==> src/rtl/bus_to_uart_pkg.sv <==
// Shared definitions for the internal serial bus slaves and the UART return path.
package bus_to_uart_pkg;

   // Default serial frame geometry: 14 address bits, last 8 cycles also carry data.
   localparam int ADDR_W_DEF  = 14;
   localparam int DATA_W_DEF  = 8;
   localparam int MATCH_W_DEF = 2;

   // Slave select encodings found in addr[ADDR_W-1 -: MATCH_W].
   localparam logic [1:0] SLAVE_ID_S0   = 2'b00;
   localparam logic [1:0] SLAVE_ID_UART = 2'b01;
   localparam logic [1:0] SLAVE_ID_S2   = 2'b10;
   localparam logic [1:0] SLAVE_ID_S3   = 2'b11;

   // UART line level when nothing is being sent (also the stop bit level).
   localparam logic UART_IDLE = 1'b1;

   typedef enum logic [1:0] {
      CAP_IDLE   = 2'd0,
      CAP_SHIFT  = 2'd1,
      CAP_COMMIT = 2'd2
   } cap_state_t;

   typedef enum logic [1:0] {
      TX_IDLE  = 2'd0,
      TX_START = 2'd1,
      TX_DATA  = 2'd2,
      TX_STOP  = 2'd3
   } tx_state_t;

endpackage

==> src/rtl/bus_to_uart_fifo.sv <==
// Small first-word-fall-through byte FIFO; the head entry is always visible on rd_data.
module sync_fifo #(
   parameter int DATA_W = 8,
   parameter int DEPTH  = 4,
   localparam int PTR_W = $clog2(DEPTH),
   localparam int CNT_W = PTR_W + 1
) (
   input  logic              clk,
   input  logic              reset,
   input  logic              push,
   input  logic              pop,
   input  logic [DATA_W-1:0] wr_data,
   output logic [DATA_W-1:0] rd_data,
   output logic              full,
   output logic              empty,
   output logic [CNT_W-1:0]  count
);

   logic [DATA_W-1:0] mem_reg [DEPTH];
   logic [PTR_W-1:0]  wr_ptr_reg;
   logic [PTR_W-1:0]  rd_ptr_reg;
   logic [CNT_W-1:0]  count_reg;
   logic              do_push;
   logic              do_pop;

   // Guard against pushing into a full FIFO or popping an empty one.
   assign do_push = push && !full;
   assign do_pop  = pop && !empty;

   assign full    = (count_reg == CNT_W'(DEPTH));
   assign empty   = (count_reg == '0);
   assign count   = count_reg;
   assign rd_data = mem_reg[rd_ptr_reg];

   // Storage array: written only, never reset, so it maps onto plain RAM cells.
   always_ff @(posedge clk) begin
      if (do_push) begin
         mem_reg[wr_ptr_reg] <= wr_data;
      end
   end

   // Pointers wrap naturally modulo DEPTH; simultaneous push and pop keep the count.
   always_ff @(posedge clk or negedge reset) begin
      if (!reset) begin
         wr_ptr_reg <= '0;
         rd_ptr_reg <= '0;
         count_reg  <= '0;
      end else begin
         if (do_push) begin
            wr_ptr_reg <= wr_ptr_reg + 1'b1;
         end
         if (do_pop) begin
            rd_ptr_reg <= rd_ptr_reg + 1'b1;
         end
         case ({do_push, do_pop})
            2'b10:   count_reg <= count_reg + 1'b1;
            2'b01:   count_reg <= count_reg - 1'b1;
            default: count_reg <= count_reg;
         endcase
      end
   end

endmodule

==> src/rtl/bus_to_uart.sv <==
// Serial bus write slave feeding a byte FIFO that drains onto an 8N1 UART TX line.
module bus_to_uart
   import bus_to_uart_pkg::*;
#(
   parameter int               ADDR_W     = ADDR_W_DEF,
   parameter int               DATA_W     = DATA_W_DEF,
   parameter int               MATCH_W    = MATCH_W_DEF,
   parameter logic [MATCH_W-1:0] SLAVE_ID = SLAVE_ID_UART,
   parameter int               FIFO_DEPTH = 4,
   localparam int              CNT_W      = $clog2(FIFO_DEPTH) + 1
) (
   input  logic             clk,
   input  logic             reset,
   input  logic             tick,
   input  logic             valid_s,
   input  logic             write_en_slave,
   input  logic             bus_addr_in,
   input  logic             bus_data_in,
   output logic             slave_ready,
   output logic             uart_tx,
   output logic             tx_busy,
   output logic             overflow,
   output logic [CNT_W-1:0] fifo_count
);

   localparam int BIT_W      = $clog2(ADDR_W);
   localparam int TXB_W      = $clog2(DATA_W);
   localparam int DATA_START = ADDR_W - DATA_W;

   cap_state_t         cap_state_reg;
   logic [BIT_W-1:0]   bit_cnt_reg;
   logic [ADDR_W-1:0]  addr_sr_reg;
   logic [DATA_W-1:0]  data_sr_reg;
   logic               overflow_reg;

   tx_state_t          tx_state_reg;
   logic [DATA_W-1:0]  tx_shift_reg;
   logic [TXB_W-1:0]   tx_bit_reg;
   logic               uart_tx_reg;
   logic               tx_busy_reg;

   logic               addr_match;
   logic               fifo_push;
   logic               fifo_pop;
   logic               fifo_full;
   logic               fifo_empty;
   logic [DATA_W-1:0]  fifo_rd_data;

   assign addr_match = (addr_sr_reg[ADDR_W-1 -: MATCH_W] == SLAVE_ID);
   assign fifo_push  = (cap_state_reg == CAP_COMMIT) && addr_match && !fifo_full;
   // A byte leaves the FIFO exactly when a start bit is launched.
   assign fifo_pop   = tick && !fifo_empty &&
                       ((tx_state_reg == TX_IDLE) || (tx_state_reg == TX_STOP));

   assign slave_ready = !fifo_full;
   assign uart_tx     = uart_tx_reg;
   assign tx_busy     = tx_busy_reg;
   assign overflow    = overflow_reg;

   sync_fifo #(
      .DATA_W (DATA_W),
      .DEPTH  (FIFO_DEPTH)
   ) u_fifo (
      .clk     (clk),
      .reset   (reset),
      .push    (fifo_push),
      .pop     (fifo_pop),
      .wr_data (data_sr_reg),
      .rd_data (fifo_rd_data),
      .full    (fifo_full),
      .empty   (fifo_empty),
      .count   (fifo_count)
   );

   // Capture FSM: deserialise a write frame, stall while valid_s is low, then commit once.
   always_ff @(posedge clk or negedge reset) begin
      if (!reset) begin
         cap_state_reg <= CAP_IDLE;
         bit_cnt_reg   <= '0;
         addr_sr_reg   <= '0;
         data_sr_reg   <= '0;
         overflow_reg  <= 1'b0;
      end else begin
         case (cap_state_reg)
            CAP_IDLE: begin
               if (valid_s && !write_en_slave) begin
                  addr_sr_reg   <= {{(ADDR_W-1){1'b0}}, bus_addr_in};
                  data_sr_reg   <= '0;
                  bit_cnt_reg   <= BIT_W'(1);
                  cap_state_reg <= CAP_SHIFT;
               end
            end
            CAP_SHIFT: begin
               if (valid_s) begin
                  addr_sr_reg <= {addr_sr_reg[ADDR_W-2:0], bus_addr_in};
                  if (bit_cnt_reg >= BIT_W'(DATA_START)) begin
                     data_sr_reg <= {data_sr_reg[DATA_W-2:0], bus_data_in};
                  end
                  if (bit_cnt_reg == BIT_W'(ADDR_W-1)) begin
                     cap_state_reg <= CAP_COMMIT;
                  end else begin
                     bit_cnt_reg <= bit_cnt_reg + 1'b1;
                  end
               end
            end
            CAP_COMMIT: begin
               // The push itself is decoded combinationally from this state.
               if (addr_match && fifo_full) begin
                  overflow_reg <= 1'b1;
               end
               bit_cnt_reg   <= '0;
               cap_state_reg <= CAP_IDLE;
            end
            default: cap_state_reg <= CAP_IDLE;
         endcase
      end
   end

   // TX FSM: one line bit per tick; a stop bit flows straight into the next start bit.
   always_ff @(posedge clk or negedge reset) begin
      if (!reset) begin
         tx_state_reg <= TX_IDLE;
         tx_shift_reg <= '0;
         tx_bit_reg   <= '0;
         uart_tx_reg  <= UART_IDLE;
         tx_busy_reg  <= 1'b0;
      end else if (tick) begin
         case (tx_state_reg)
            TX_IDLE: begin
               if (!fifo_empty) begin
                  tx_shift_reg <= fifo_rd_data;
                  uart_tx_reg  <= 1'b0;
                  tx_busy_reg  <= 1'b1;
                  tx_state_reg <= TX_START;
               end
            end
            TX_START: begin
               uart_tx_reg  <= tx_shift_reg[0];
               tx_shift_reg <= tx_shift_reg >> 1;
               tx_bit_reg   <= '0;
               tx_state_reg <= TX_DATA;
            end
            TX_DATA: begin
               // tx_bit_reg is the index of the data bit currently on the line.
               if (tx_bit_reg == TXB_W'(DATA_W-1)) begin
                  uart_tx_reg  <= UART_IDLE;
                  tx_state_reg <= TX_STOP;
               end else begin
                  uart_tx_reg  <= tx_shift_reg[0];
                  tx_shift_reg <= tx_shift_reg >> 1;
                  tx_bit_reg   <= tx_bit_reg + 1'b1;
               end
            end
            TX_STOP: begin
               if (!fifo_empty) begin
                  tx_shift_reg <= fifo_rd_data;
                  uart_tx_reg  <= 1'b0;
                  tx_state_reg <= TX_START;
               end else begin
                  uart_tx_reg  <= UART_IDLE;
                  tx_busy_reg  <= 1'b0;
                  tx_state_reg <= TX_IDLE;
               end
            end
            default: tx_state_reg <= TX_IDLE;
         endcase
      end
   end

endmodule

==> config.mk <==
export PLATFORM = sky130hd
export DESIGN_NAME = bus_to_uart
export DESIGN_NICKNAME = d
export VERILOG_FILES = /design/src/rtl/bus_to_uart_pkg.sv /design/src/rtl/bus_to_uart_fifo.sv /design/src/rtl/bus_to_uart.sv
export SDC_FILE = /design/constraint.sdc
export NUM_CORES = 1
export LEC_CHECK = 0
export CAP_MARGIN = 20
export CORE_MARGIN = 2
export CORE_UTILIZATION = 60
export DETAILED_ROUTE_END_ITERATION = 8
export GPL_TIMING_DRIVEN = 1
export PLACE_DENSITY = 0.89
export SYNTH_ARGS = -nofsm -noshare
export SYNTH_HDL_FRONTEND = slang
export SYNTH_HIERARCHICAL = 1
export SYNTH_SLANG_ARGS = --single-unit
==> constraint.sdc <==
create_clock -name clk -period 3.3 [get_ports clk]
set_input_delay 0.33 -clock clk [delete_from_list [all_inputs] [get_ports clk]]
set_output_delay 0.33 -clock clk [all_outputs]
set_load 0.005 [all_outputs]
==> metrics.cfg, run 1 <==
[sta]
fin_crit_sh_pct = 80.7
max-slew-margin-rel_pct = 39.6
holdWs_ns = 0.0975
tightest_slew_ns = 0.907
setup_viol = 0
fin_ws_ns = 0.638
slew_viol_final = 0
skew_ns = 0.0119
rsz0062_at_grt = no
setup_tns_ns = 0
finalHoldViolations = 0
fmax_ghz = 0.376
min_period_ns = 2.66

[place]
placed_area_um2 = 3970
place.gp.congestion = 0.824
port_buffers = 13
dpl.cell_count = 366
dp_slack_ns = 0.721
dp.final_hpwl_mm = 4.29

[die]
die_h_um = 83.6
die_w_um = 83.6
core.rowCount = 29
initial_core_util_pct = 61.0
io_pins = 14
core_um2 = 6240
die-area_um2 = 6990

[clock_tree]
cts_tree = done
post_cts_resized = 0
clkSinkCount = 83
numCtsBuffers = 9
cts_hold_buf = 0
cts_setup_buffers = 0
insertion_delay_ns = 0.35
cts_max_level = 3
root_buffer = clkbuf_8
ctsLongestPathBuffers = 2
clk_pin_slew_ns = 0.08

[synthesis]
synthSimpleGateAreaFrac_pct = 8.88
synth_top_family_by_area = compound AO/OA/AOI/OAI gates
synthAdderAreaFrac_pct = 7.10
yosys.area.top_type_share_pct = 32.9
synth.distinct_cells = 53
synthMuxAreaShare_pct = 8.42
ys_top_cells_by_count = 50 x dfrtp_1, 34 x nand2_1, 32 x edfxtp_1
synth-edff-count = 32
synthesis.area_um2 = 3800
synth_fp_nets = 314
yosys_warnings = 6
synth.yosys.seq_area_share_pct = 58.8
netlist_top_cells_area = dfrtp_1 33%, edfxtp_1 25%, ha_1 6.6%
syn_inst = 286
synth_area_per_cell_um2 = 13.3
synth_area_leader_cell = dfrtp_1
async_flop_share_pct = 61.4
yosys.cell_count.top_type = dfrtp_1
ys.flop_type = dfrtp_1
ys_ff_latch = 83
synthXorXnorAreaFrac_pct = 1.38
synth-compound-area-share_pct = 12.0

[cells_and_area]
largest_register_ffs = 32
n_antenna_cell = 0
finalNonFillerCells = 382
fin_area_um2 = 4190
syn_to_final_growth_pct = 10.1
nets = 328
fin_util_pct = 67.1
drive_gt1_share_pct = 14.4

[route]
wl_met2_mm = 3.27
wl_met3_um = 184
remaining_drc_errors = 0
topRoutingLayerUsed = met4
drt-pass1-iter-count = 4
via_count = 2214
wl_per_cell_um = 16.7
drt_wl_total_mm = 6.39
ant_nets = 0
wl_met1_mm = 2.81
viasPerCell = 5.80
dr.first_iter.drc_count = 171

[global_route]
overflow = 0
grt_max_degree = 41
antenna_found_initial = 0
grt_usage_pct = 20.3
grt_pass1_vias = 2258
grt_pass1_wl_mm = 11.0

[power_and_ir_drop]
internal_power_mw = 2.24
p_sw_mw = 1.16
vdd_drop_max_uv = 571
cellLeakagePower_nw = 1.74
combinationalPowerShare_pct = 31.9
seq_power_share_pct = 45.5
power_mw = 3.40
powerDensity_nw_per_um2 = 811
pwr-share-clk_pct = 22.6
switching_share_pct = 34.1

[flow_run]
max_cap_violations = 0

[critical_path]
path_cells = inv_1 > ha_1 > nor3b_1 > o31a_2 > ha_1 > inv_1 > fa_1 > xor2_1 > nor2_1 > xor2_1
path_max_fanout = 11
critical_path_class = register to register
arrival_ns = 2.90
slowest_delay_ns = 0.49
required_ns = 3.54
cp_slowest_cell = ha_1
end_kind = register
start_kind = register

[hold_path]
hold_class = primary input to async pin

[run_status]
status = finished, final reports clean

worst max-delay path, delay by kind of cell (launching register included):
| kind | cells | cell delay, ns |
|---|---|---|
| AOI/OAI and AO/OA | 1 | 0.21 |
| xor gates and xnor gates | 2 | 0.33 |
| and+or+nand+nor | 2 | 0.35 |
| DFF | 1 | 0.43 |
| buffers and inverters | 2 | 0.17 |
| adders and majority gates | 3 | 1.08 |
placed cells by master (no fill, tap or decap), types with 7 or more instances in the layout:
master,synthesis,final
a21oi_1,7,7
a22o_1,18,18
clkbuf_8,0,11
clkdlybuf4s50_1,0,12
dfrtp_1,50,50
edfxtp_1,32,32
ha_1,20,20
inv_1,16,16
mux2i_1,8,8
mux4_2,8,8
nand2_1,34,34
nor2_1,7,7
o21ai_0,12,12
o21ai_1,7,7
layout make-up:
class | count | area, µm²
clock inverters | 3 | 21.3
repair buffers | 14 | 133
clock buffers | 13 | 201
inverters | 17 | 63.8
well taps | 77 | 96.3
multi-input cells | 175 | 1440
flip-flops and latches | 83 | 2240
fillers | 432 | 2050
layer usage:
metal,track usage (%),vias to the layer above
met1,26.4,1098
met2,32.9,44
met4,7.77,0
met5,0,-
met3,5.34,14
li1,-,1058
cell families (layout without fill, tap and decap cells):
family	Yosys count	in the layout
flops	83	83
simple gates	66	66
compound gates	61	61
buf+inv	28	47
fa+ha+maj	21	21
mux	21	21
xor+xnor	6	6
power by group through the flow:
stage                     sequential, mW  clock [mW]  combinational, mW
after floorplan                     1.46           0              0.906
after global placement              1.55           0               1.01
after detailed placement            1.57           0               1.07
after CTS                           1.55       0.783               1.08
after global routing                1.58       0.829               1.19
final                               1.55       0.768               1.09
worst paths after layout:
path	cells after the start	slack, ns	start	end
hold reg to reg	2	0.48	uart_tx$_DFFE_PN1P_	uart_tx$_DFFE_PN1P_
setup / recovery	10	0.64	tx_state_reg[0]$_DFFE_PN0P_	u_fifo/count[2]$_DFFE_PN0P_
hold / removal	1	0.1	reset	tx_shift_reg[5]$_DFFE_PN0P_
min in group clk	2	0.48	uart_tx$_DFFE_PN1P_	uart_tx$_DFFE_PN1P_
setup reg to reg	10	0.64	tx_state_reg[0]$_DFFE_PN0P_	u_fifo/count[2]$_DFFE_PN0P_
max in group asynchronous	2	2.49	reset	addr_sr_reg[5]$_DFFE_PN0P_
(Power assumes the default switching activity.)
==> inputs of run 2 (changes only) <==
Clock period 3.3 ns to 2.6 ns, I/O delays scaled along.
==> metrics.cfg, run 2 (synthesized netlist as in run 1, its figures left out) <==
[cells_and_area]
final_cell_mix = 50 x dfrtp_1, 34 x nand2_1, 32 x edfxtp_1, 20 x ha_1, 18 x a22o_1  ; unchanged
syn_to_final_growth_pct = 10.7  ; was 10.1%
largest_register_ffs = 32  ; unchanged
final_common_cell = dfrtp_1  ; unchanged
nets = 334  ; was 328
n_antenna_cell = 0  ; unchanged
fin_util_pct = 67.5  ; was 67.1%
finalNonFillerCells = 388  ; was 382
drive_gt1_share_pct = 16.1  ; was 14.4%

[critical_path]
arrival_ns = 2.70  ; was 2.90 ns
start_kind = register  ; unchanged
r2r_end = u_fifo/count[2]$_DFFE_PN0P_  ; unchanged
end_kind = register  ; unchanged
rr_startpoint = tx_state_reg[0]$_DFFE_PN0P_  ; unchanged
required_ns = 2.88  ; was 3.54 ns
critical_path_class = register to register  ; unchanged
path_max_fanout = 5  ; was 11
ff2ff_path_depth = 10  ; unchanged
r2r_setup_slack_ns = 0.18  ; was 0.64 ns

[die]
core.rowCount = 29  ; unchanged
die-area_um2 = 6990  ; unchanged
die_w_um = 83.6  ; unchanged
core_um2 = 6240  ; unchanged
die_h_um = 83.6  ; unchanged
io_pins = 14  ; unchanged
initial_core_util_pct = 61.0  ; unchanged

[route]
via_count = 2232  ; was 2214
ant_nets = 0  ; unchanged
viasPerCell = 5.75  ; was 5.80
remaining_drc_errors = 0  ; unchanged
wl_per_cell_um = 16.3  ; was 16.7 µm
drt_wl_total_mm = 6.33  ; was 6.39 mm
drt-pass1-iter-count = 4  ; unchanged
dr.first_iter.drc_count = 182  ; was 171

[global_route]
grt_pass1_vias = 2385  ; was 2258
antenna_found_initial = 0  ; unchanged
grt_pass1_wl_mm = 11.2  ; was 11.0 mm
grt_usage_pct = 20.6  ; was 20.3%
grt_max_degree = 24  ; was 41
overflow = 0  ; unchanged

[place]
dpl.cell_count = 371  ; was 366
place.gp.congestion = 0.778  ; was 0.824
port_buffers = 13  ; unchanged
dp.final_hpwl_mm = 4.39  ; was 4.29 mm

[sta]
max-slew-margin-rel_pct = 60.6  ; was 39.6%
slew_viol_final = 0  ; unchanged
tightest_slew_ns = 0.589  ; was 0.907 ns
min_period_ns = 2.42  ; was 2.66 ns
setup_tns_ns = 0  ; unchanged
finalHoldViolations = 0  ; unchanged
fin_crit_sh_pct = 93.0  ; was 80.7%
fmax_ghz = 0.414  ; was 0.376 GHz
setup_viol = 0  ; unchanged
skew_ns = 0.0140  ; was 0.0119 ns
rsz0062_at_grt = no  ; unchanged

[power_and_ir_drop]
vdd_drop_max_uv = 795  ; was 571 µV
power_mw = 4.26  ; was 3.40 mW
cellLeakagePower_nw = 1.76  ; was 1.74 nW
powerDensity_nw_per_um2 = 1010  ; was 811 nW/µm²

[hold_path]
hold_class = primary input to async pin  ; unchanged

[clock_tree]
cts_max_level = 3  ; unchanged
insertion_delay_ns = 0.35  ; about the same
clk_pin_slew_ns = 0.09  ; was 0.08 ns
ctsLongestPathBuffers = 2  ; unchanged
clkSinkCount = 83  ; unchanged
numCtsBuffers = 9  ; unchanged
root_buffer = clkbuf_8  ; unchanged
cts_tree = done  ; unchanged

[flow_run]
max_cap_violations = 0  ; unchanged

[run_status]
status = finished, final reports clean  ; unchanged

-- run 2: changes by cell type in the layout (fill, tap and decap cells not counted) --
cell,delta
buf_4,+5
clkbuf_16,-1
clkbuf_8,-2
clkinv_2,+1
clkinv_4,+2
dlygate4sd3_1,+1
nor3b_1,-1
nor3b_2,+1
-- run 2: per-stage QoR --
stage               worst slack (ns)  instance area, µm²  hold slack [ns]
detailed placement             0.233                4010            0.121
global route                  0.0368                4210            0.313
floorplan                      0.250                3800          -0.0356
global placement               0.331                4010            0.113
finish                         0.183                4210            0.300
CTS                           0.0927                4210            0.279
-- run 2: where the power goes --
group	switching [mW]	total [mW]	internal, mW
combinational	0.716	1.43	0.709
sequential	0.310	1.96	1.65
clock	0.463	0.874	0.411
-- run 2: critical path, cell delays in order (launching register included) --
cell and delay [ns]:
dfrtp_1 0.42, inv_1 0.11, ha_1 0.33, nor3b_2 0.23, o31a_2 0.23, ha_1 0.19
inv_1 0.06, fa_1 0.38, xor2_1 0.15, nor2_1 0.11, xor2_1 0.15
-- run 2: cell type report --
type | instances | area [µm²]
clock buffers | 10 | 149
clock inverters | 6 | 43.8
fillers | 415 | 2030
inverters | 17 | 63.8
multi-input cells | 175 | 1440
flip-flops and latches | 83 | 2240
well taps | 77 | 96.3
repair buffers | 20 | 180
-- run 2: layer usage --
layer,vias up,routed length [µm],track usage (%)
met5,-,0,0
met4,0,131,8.80
met3,12,220,5.44
met2,35,3250,34.4
met1,1113,2720,25.5
li1,1072,-,-
-- run 2: how the worst max path moves through the flow --
stage | cells after the start | startpoint | end | slack (ns)
after floorplan | 11 | tx_state_reg[0]$_DFFE_PN0P_ | u_fifo/count[2]$_DFFE_PN0P_ | 0.25
after global placement | 10 | tx_state_reg[0]$_DFFE_PN0P_ | u_fifo/count[2]$_DFFE_PN0P_ | 0.33
after detailed placement | 10 | tx_state_reg[0]$_DFFE_PN0P_ | u_fifo/count[2]$_DFFE_PN0P_ | 0.23
after CTS | 10 | tx_state_reg[0]$_DFFE_PN0P_ | u_fifo/count[2]$_DFFE_PN0P_ | 0.09
after global routing | 11 | u_fifo/count[0]$_DFFE_PN0P_ | u_fifo/count[2]$_DFFE_PN0P_ | 0.04
final | 10 | tx_state_reg[0]$_DFFE_PN0P_ | u_fifo/count[2]$_DFFE_PN0P_ | 0.18
-- run 2: timing repair --
action                     CTS  global route
gates resized for setup      0             1
hold buffers                 1             0
buffers inserted             0             0
setup endpoints to repair    0             1
hold endpoints to repair     6             0
